**config.mk**
```make
export PLATFORM = sky130hd
export DESIGN_NAME = mips_run_monitor
export DESIGN_NICKNAME = d
export VERILOG_FILES = /design/src/rtl/mips_run_monitor.sv
export SDC_FILE = /design/constraint.sdc
export NUM_CORES = 1
export LEC_CHECK = 0
export CAP_MARGIN = 15
export CORE_MARGIN = 3
export CORE_UTILIZATION = 50
export CTS_CLUSTER_SIZE = 10
export DETAILED_ROUTE_END_ITERATION = 8
export PLACE_DENSITY = 0.81
export SYNTH_ARGS = -nofsm -noshare
export SYNTH_HDL_FRONTEND = slang
export SYNTH_SLANG_ARGS = --single-unit
```
**constraint.sdc**
```tcl
create_clock -name clk -period 4.8 [get_ports clk]
set_input_delay 0.96 -clock clk [delete_from_list [all_inputs] [get_ports clk]]
set_output_delay 0.96 -clock clk [all_outputs]
set_load 0.01 [all_outputs]
```
**src/rtl/mips_run_monitor.sv**
```systemverilog
// mips_run_monitor: run controller for the MIPS core. It starts a run on
// command, counts RUN cycles and PC changes, and ends the run on a halt
// request, a PC self-loop, an optional end address or a cycle budget.
module mips_run_monitor #(
  parameter int unsigned        ADDR_W      = 32,
  parameter int unsigned        CNT_W       = 32,
  parameter int unsigned        MAX_CYCLES  = 2000,
  parameter int unsigned        STALL_LIMIT = 4,
  parameter bit                 END_EN      = 1'b0,
  parameter logic [ADDR_W-1:0]  END_ADDR    = '0
) (
  input  logic              clk,
  input  logic              rst,
  input  logic              start,
  input  logic [ADDR_W-1:0] pc,
  input  logic              halt_req,
  output logic              running,
  output logic              done,
  output logic              timeout,
  output logic [CNT_W-1:0]  cycle_count,
  output logic [CNT_W-1:0]  retired,
  output logic [ADDR_W-1:0] last_pc
);

  localparam int unsigned        STALL_W    = $clog2(STALL_LIMIT + 1);
  localparam logic [CNT_W-1:0]   MAX_C      = CNT_W'(MAX_CYCLES);
  // The run exits when the stall count reaches STALL_LIMIT; compare the
  // pre-increment value so no extra adder bit is needed.
  localparam logic [STALL_W-1:0] STALL_LAST = STALL_W'(STALL_LIMIT - 1);

  typedef enum logic [1:0] {
    S_IDLE,
    S_RUN,
    S_DONE,
    S_TIMEOUT
  } state_t;

  state_t              state_q,   state_d;
  logic                running_q, running_d;
  logic                done_q,    done_d;
  logic                timeout_q, timeout_d;
  logic [CNT_W-1:0]    cycle_q,   cycle_d;
  logic [CNT_W-1:0]    retired_q, retired_d;
  logic [ADDR_W-1:0]   last_pc_q, last_pc_d;
  logic [STALL_W-1:0]  stall_q,   stall_d;
  logic                pc_same;

  assign pc_same = (pc == last_pc_q);

  // Next-state logic: start handling outside RUN, counting and exit checks inside it.
  always_comb begin
    state_d   = state_q;
    running_d = running_q;
    done_d    = done_q;
    timeout_d = timeout_q;
    cycle_d   = cycle_q;
    retired_d = retired_q;
    last_pc_d = last_pc_q;
    stall_d   = stall_q;

    case (state_q)
      S_RUN: begin
        cycle_d = cycle_q + CNT_W'(1);
        if (pc_same) begin
          stall_d = stall_q + STALL_W'(1);
        end else begin
          last_pc_d = pc;
          retired_d = retired_q + CNT_W'(1);
          stall_d   = '0;
        end

        // Normal end takes priority over the cycle budget.
        if (halt_req || (pc_same && (stall_q == STALL_LAST)) ||
            (END_EN && (pc == END_ADDR))) begin
          state_d   = S_DONE;
          done_d    = 1'b1;
          running_d = 1'b0;
        end else if (cycle_d == MAX_C) begin
          state_d   = S_TIMEOUT;
          timeout_d = 1'b1;
          running_d = 1'b0;
        end
      end

      default: begin
        if (start) begin
          state_d   = S_RUN;
          running_d = 1'b1;
          done_d    = 1'b0;
          timeout_d = 1'b0;
          cycle_d   = '0;
          retired_d = '0;
          stall_d   = '0;
          last_pc_d = pc;
        end
      end
    endcase
  end

  // State and output registers; reset overrides everything.
  always_ff @(posedge clk) begin
    if (rst) begin
      state_q   <= S_IDLE;
      running_q <= 1'b0;
      done_q    <= 1'b0;
      timeout_q <= 1'b0;
      cycle_q   <= '0;
      retired_q <= '0;
      last_pc_q <= '0;
      stall_q   <= '0;
    end else begin
      state_q   <= state_d;
      running_q <= running_d;
      done_q    <= done_d;
      timeout_q <= timeout_d;
      cycle_q   <= cycle_d;
      retired_q <= retired_d;
      last_pc_q <= last_pc_d;
      stall_q   <= stall_d;
    end
  end

  assign running     = running_q;
  assign done        = done_q;
  assign timeout     = timeout_q;
  assign cycle_count = cycle_q;
  assign retired     = retired_q;
  assign last_pc     = last_pc_q;

endmodule
```
Word level (Yosys, flattened, before mapping)
Cells that the tools add are included.
Word-level totals
  register bits: 104
  input port bits: 36
  output and inout port bits: 99
  logic and storage cells: 51
Operators by class
  add/sub/neg operators: 3
  eq/ne operators: 9
  muxes and demuxes: 24
  reduce and logical (&&, ||, !) cells: 7
Operator list (count)
  $mux W32: 7
  $add A32 B1 Y32 const B: 2
  $eq A32 B11 Y1 const B: 1
  $eq A32 B32 Y1: 1
  $mux W1: 10
  $mux W3: 3
  $mux W2: 4
  $ne A2 B2 Y1 const B: 4
  $reduce_and A2 Y1: 3
  $add A3 B1 Y3 const B: 1
  $eq A3 B2 Y1 const B: 1
  $ne A3 B3 Y1 const B: 1
  $reduce_and A3 Y1: 1
  $eq A2 B1 Y1 const B: 1
  $reduce_bool A2 Y1: 1
  $logic_and A1 B1 Y1: 1
  $logic_or A1 B1 Y1: 1

Logic depth before layout (Yosys ltp)
  depth in word-level cells: 5
  mapped depth: 9
  mapped depth without buffers: 8

Worst setup path before layout
OpenSTA, ideal clock, no wires.
  kind: reg-to-reg
  start: register cycle_q[0], in the netlist cycle_count[0]
  end: register running_q, in the netlist running
  library setup time: 0.136 ns
  arrival: 2.465 ns
  required time: 4.664 ns
  slack: 2.200 ns
  cell stages (with the launch flop): 10
  buffers on the path: 1
  clock period less this slack: 2.600 ns
  cell sequence: dfxtp_1 -> ha_1 -> nand3_1 -> clkbuf_1 -> or3_1 -> o22ai_1 -> o2111ai_1 -> a2111oi_2 -> and4_1 -> o32ai_1
Between the ends
  word-level cells in the longest chain between the ends: 4
Ends and longest elaborated chain
  from (decl): RTL line 42  | logic [CNT_W-1:0] cycle_q, cycle_d;
  from (signal assigned): RTL line 116  | cycle_q <= cycle_d;
  $add A32 B1 Y32: RTL line 63  | cycle_d = cycle_q + CNT_W'(1);
  $eq A32 B11 Y1: RTL line 78  | end else if (cycle_d == MAX_C) begin
  $ne A3 B3 Y1 (no source line)
  $reduce_and A2 Y1 (no source line)
  to (signal assigned): RTL line 113  | running_q <= running_d;
  to (decl): RTL line 39  | logic running_q, running_d;
Every way passes these cells.
A chain may end at the register's enable or synchronous reset.

Worst setup path in the final report
  start: input pc[2]
  end: register last_pc_q[2], in the netlist last_pc[2]
Between the ends
  word-level cells in the longest chain between the ends: 3
  elaborated cells on any way between the ends: 6
  classes of those cells: eq/ne (2); mux (3); reduce/logical (1)
Ends and longest elaborated chain
  from (decl): RTL line 15  | input logic [ADDR_W-1:0] pc,
  $eq A32 B32 Y1: RTL line 48  | assign pc_same = (pc == last_pc_q);
  $ne A2 B2 Y1 (no source line)
  $reduce_and A2 Y1 (no source line)
  to (signal assigned): RTL line 118  | last_pc_q <= last_pc_d;
  to (decl): RTL line 44  | logic [ADDR_W-1:0] last_pc_q, last_pc_d;
Parallel ways exist; a longest one is shown, timed or not. The select of a mux whose other input is x is not followed.

==> report_table.html <==
<table>
<tr><th>Metric</th><th>Value</th></tr>
<tr><th colspan="2">Synth</th></tr>
<tr><td>Share of async-settable or async-resettable flops after synthesis</td><td>0%</td></tr>
<tr><td>Synth Area per Inst</td><td>between 8 and 9 um^2</td></tr>
<tr><td>Cell Area, Synth</td><td>5520 um^2</td></tr>
<tr><td>Simple-gate share of the synthesized area</td><td>a little over a quarter</td></tr>
<tr><td>Total of flip-flops plus latches after synthesis</td><td>between 100 and 150</td></tr>
<tr><td>Share of the synthesized area in compound gates (AO/OA/AOI/OAI)</td><td>between 10% and 20%</td></tr>
<tr><td>Net Count, Synth</td><td>710</td></tr>
<tr><td>Portion of netlist area occupied by mux cells</td><td>under 10%</td></tr>
<tr><td>Cells after Synth</td><td>about 670</td></tr>
<tr><td>Most frequently used flop master after synthesis</td><td>sky130_fd_sc_hd__dfxtp_1</td></tr>
<tr><td>Number of warnings printed during yosys synthesis</td><td>0</td></tr>
<tr><td>Combinational family with the most area after synthesis</td><td>simple AND/OR/NAND/NOR gates</td></tr>
<tr><td>Post-synth EDFFs</td><td>0</td></tr>
<tr><td>Adder-cell share of the synthesized area</td><td>about 1.1%</td></tr>
<tr><td>Fraction of synthesized cell area in xor and xnor cells</td><td>about 9.8%</td></tr>
<tr><td>Post-synthesis sequential area ratio</td><td>~38%</td></tr>
<tr><td>Unique masters post-synth</td><td>62</td></tr>
<tr><th colspan="2">Clock tree</th></tr>
<tr><td>Cts bufs inserted</td><td>9</td></tr>
<tr><td>Clock Root Buffer</td><td>sky130_fd_sc_hd__clkbuf_8</td></tr>
<tr><td>Number of H-tree levels</td><td>3</td></tr>
<tr><td>Clk sink count</td><td>~100</td></tr>
<tr><td>Post-CTS repair timing setup buffer count</td><td>0</td></tr>
<tr><td>TritonCTS clock tree</td><td>done</td></tr>
<tr><td>Post-cts repair resize count</td><td>0</td></tr>
<tr><td>Latest clock arrival within the worst-skew pair</td><td>around 0.37 ns</td></tr>
<tr><td>CTS Buffer Depth</td><td>2</td></tr>
<tr><td># hold bufs at CTS</td><td>0</td></tr>
<tr><td>Worst-path clk slew</td><td>0.10 ns</td></tr>
<tr><th colspan="2">Floorplanning</th></tr>
<tr><td>Number of placement rows</td><td>37</td></tr>
<tr><td>Vertical die dimension</td><td>approximately 110 um</td></tr>
<tr><td>Effective utilization at floorplan</td><td>52.5%</td></tr>
<tr><td>Die Outline Area</td><td>around 12000 um^2</td></tr>
<tr><td>Die X-Extent</td><td>111 um</td></tr>
<tr><td>Core outline area</td><td>roughly 11000 um^2</td></tr>
<tr><td>Top-level port count</td><td>~140</td></tr>
<tr><th colspan="2">Setup path</th></tr>
<tr><td>Crit. End Element</td><td>flop</td></tr>
<tr><td>R2r setup slk</td><td>1.63 ns</td></tr>
<tr><td>Critical path data required time</td><td>around 5.0 ns</td></tr>
<tr><td>Arrival time of the worst setup path</td><td>~3.8 ns</td></tr>
<tr><td>Worst setup SP type</td><td>primary input</td></tr>
<tr><td>Worst-path fanout max</td><td>31</td></tr>
<tr><td>Crit path kind</td><td>primary input to flop</td></tr>
<tr><th colspan="2">GRT</th></tr>
<tr><td>First-pass GRT wire length</td><td>roughly 25 mm</td></tr>
<tr><td>Total grt overflow</td><td>0</td></tr>
<tr><td>Maximum number of pins on one net before global-route repair</td><td>75</td></tr>
<tr><td>Antenna violations before repair</td><td>0</td></tr>
<tr><td>Global Route Usage Sum</td><td>a little under a quarter</td></tr>
<tr><td>Via count of the first global-routing pass</td><td>between 5000 and 6000</td></tr>
<tr><th colspan="2">Placement</th></tr>
<tr><td>Cell area reported after detailed placement</td><td>6900 um^2</td></tr>
<tr><td>Final GP Congestion</td><td>0.888</td></tr>
<tr><td>Cell Count Post-Placement</td><td>900</td></tr>
<tr><td>Number of buffers added on ports</td><td>between 100 and 150</td></tr>
<tr><td>Detailed placer's ending HPWL</td><td>between 10 and 15 mm</td></tr>
<tr><th colspan="2">Timing</th></tr>
<tr><td>Total count of hold-check failures in the final report</td><td>0</td></tr>
<tr><td>Worst clock skew</td><td>0.0148 ns</td></tr>
<tr><td>Post-route clock period utilization</td><td>approximately 75%</td></tr>
<tr><td>Tightest slew margin relative to the limit</td><td>approximately 34%</td></tr>
<tr><td>Final critical path time including I/O delays and setup</td><td>3.62 ns</td></tr>
<tr><td>Total of endpoints with negative setup slack in the final report</td><td>0</td></tr>
<tr><td>RSZ-0062 raised after global routing</td><td>false</td></tr>
<tr><td>Worst slew pin tran</td><td>roughly 1 ns</td></tr>
<tr><td>Setup TNS</td><td>0 ns</td></tr>
<tr><td>Final Max Tran Viols</td><td>0</td></tr>
<tr><td>Timing-limited maximum frequency</td><td>roughly 280 MHz</td></tr>
<tr><th colspan="2">Power and ir drop</th></tr>
<tr><td>Power Internal</td><td>about 0.0013 W</td></tr>
<tr><td>Power per Cell Area</td><td>250 nW/um^2</td></tr>
<tr><td>Portion of total power attributed to the clock network</td><td>34.7%</td></tr>
<tr><td>Sw frac</td><td>between 20% and 30%</td></tr>
<tr><td>Portion of total power attributed to sequential cells</td><td>51.4%</td></tr>
<tr><td>Max VDD drop</td><td>between 0.15 and 0.2 mV</td></tr>
<tr><td>Switching Power</td><td>between 0.0004 and 0.0005 W</td></tr>
<tr><td>Combinational Power Share</td><td>about 14%</td></tr>
<tr><td>Reported leakage power</td><td>between 2 and 2.5 nW</td></tr>
<tr><th colspan="2">Status</th></tr>
<tr><td>Status</td><td>completed</td></tr>
<tr><th colspan="2">Finish</th></tr>
<tr><td>Most frequent cells in the layout</td><td>sky130_fd_sc_hd__clkdlybuf4s50_1, sky130_fd_sc_hd__dfxtp_1, sky130_fd_sc_hd__nor2_1</td></tr>
<tr><td>Signed area change from the synthesized netlist to the final layout</td><td>28.9%</td></tr>
<tr><td>Count of nets after finishing</td><td>slightly above 800</td></tr>
<tr><td>Most frequent standard cell in the layout excluding fill and tap cells</td><td>sky130_fd_sc_hd__clkdlybuf4s50_1</td></tr>
<tr><td>Diodes inserted</td><td>0</td></tr>
<tr><td>Design Area, Final</td><td>a little over 7000 um^2</td></tr>
<tr><td>Share of cells above drive strength 1</td><td>around 5.4%</td></tr>
<tr><td>Filler-free cell count of the finished design</td><td>916</td></tr>
<tr><th colspan="2">Route</th></tr>
<tr><td>Vias/cell</td><td>around 5.8</td></tr>
<tr><td>Count of TritonRoute iterations in the first routing pass</td><td>5</td></tr>
<tr><td>Average wire length per cell after detail routing</td><td>about 16 um</td></tr>
<tr><td>Antenna viol nets, final</td><td>0</td></tr>
<tr><td>Number of DRC markers after the initial detailed-route iteration</td><td>~400</td></tr>
<tr><td>Number of remaining DRC errors</td><td>0</td></tr>
<tr><td>Via count</td><td>5322</td></tr>
<tr><td>Final wirelength</td><td>14.9 mm</td></tr>
<tr><th colspan="2">Flow run</th></tr>
<tr><td>Number of maximum-capacitance violations</td><td>0</td></tr>
<tr><th colspan="2">Worst hold path</th></tr>
<tr><td>Hold Crit Class</td><td>flop to flop</td></tr>
</table>
## cells in the mapped netlist (13+ instances only)
cell type / instances / area, um^2
sky130_fd_sc_hd__dfxtp_1: 104 / 2080
sky130_fd_sc_hd__nor2_1: 100 / 375
sky130_fd_sc_hd__nand2_1: 51 / 191
sky130_fd_sc_hd__xnor2_1: 45 / 394
sky130_fd_sc_hd__a21oi_1: 37 / 185
sky130_fd_sc_hd__mux2i_1: 34 / 340
sky130_fd_sc_hd__clkbuf_1: 31 / 116
sky130_fd_sc_hd__o21ai_0: 29 / 145
sky130_fd_sc_hd__nand4_1: 27 / 169
sky130_fd_sc_hd__nand3_1: 26 / 130
sky130_fd_sc_hd__xor2_1: 17 / 149
sky130_fd_sc_hd__or3_1: 13 / 81.3
## logic make-up (layout without fill, tap and decap cells)
| family | count (synthesis) | after routing |
|---|---|---|
| multiplexers | 34 | 34 |
| AND/OR/NAND/NOR | 284 | 284 |
| XOR/XNOR | 62 | 62 |
| adder cells (fa/ha/maj) | 5 | 5 |
| flip-flops | 104 | 104 |
| buffers and inverters | 58 | 169 |
| AO/OA/AOI/OAI | 122 | 122 |
## power groups by stage
stage | Sequential, W | Combinational [W] | Clock, W
2_1_floorplan | 0.000936 | 0.000126 | 0
3_3_place_gp | 0.000930 | 0.000240 | 0
3_5_place_dp | 0.000930 | 0.000247 | 0
4_1_cts | 0.000912 | 0.000249 | 0.000627
5_1_grt | 0.000916 | 0.000269 | 0.000658
6_report | 0.000912 | 0.000247 | 0.000616
## worst max-delay path, cell delays in order
cell,delay [ns]
sky130_fd_sc_hd__clkdlybuf4s50_1,0.50
sky130_fd_sc_hd__xnor2_1,0.14
sky130_fd_sc_hd__nand4_1,0.15
sky130_fd_sc_hd__nor4_1,0.87
sky130_fd_sc_hd__a31oi_4,0.48
sky130_fd_sc_hd__buf_4,0.44
sky130_fd_sc_hd__mux2i_1,0.22
sky130_fd_sc_hd__nor2_1,0.06
## flip-flops by register name (all words and copies together) (netlist names)
signal       cells
stall_q          3
done             1
running          1
last_pc         32
timeout          1
retired         32
cycle_count     32
state_q          2
## path summary, 6_finish.rpt
check	from	to	cells past startpoint
worst max-delay path	pc[2]	last_pc[2]$_SDFFE_PP0P_	8
worst min register to register	running$_SDFFE_PP0P_	running$_SDFFE_PP0P_	2
worst min-delay path	running$_SDFFE_PP0P_	running$_SDFFE_PP0P_	2
worst max register to register	cycle_count[0]$_SDFFE_PP0N_	running$_SDFFE_PP0P_	8
## routing by layer
metal | share of wire, % | global-route usage [%]
met1 | 44 | 30.2
met2 | 48 | 39.1
met3 | 6.7 | 6.22
met4 | 1.9 | 7.14
met5 | 0 | 0
## layout make-up
class	count	area [um^2]
Clock buffer	10	128
Multi-Input combinational cell	507	3210
Sequential cell	104	2080
Timing Repair Buffer	141	1390
Inverter	12	45.0
Clock inverter	6	91.3
Tap cell	136	170
Fill cell	848	3390
## stage by stage
stage | worst slack (ns) | hold WS (ns) | total power (W) | utilization [%]
detailed placement | 0.789 | 0.466 | 0.00118 | 65.6
global route | 1.04 | 0.505 | 0.00184 | 67.7
finish | 1.18 | 0.483 | 0.00178 | 67.7
floorplan | 2.20 | 0.445 | 0.00106 | -
global placement | 1.02 | 0.455 | 0.00117 | 65.6
CTS | 1.22 | 0.485 | 0.00179 | 67.7
(Power assumes the default switching activity.)
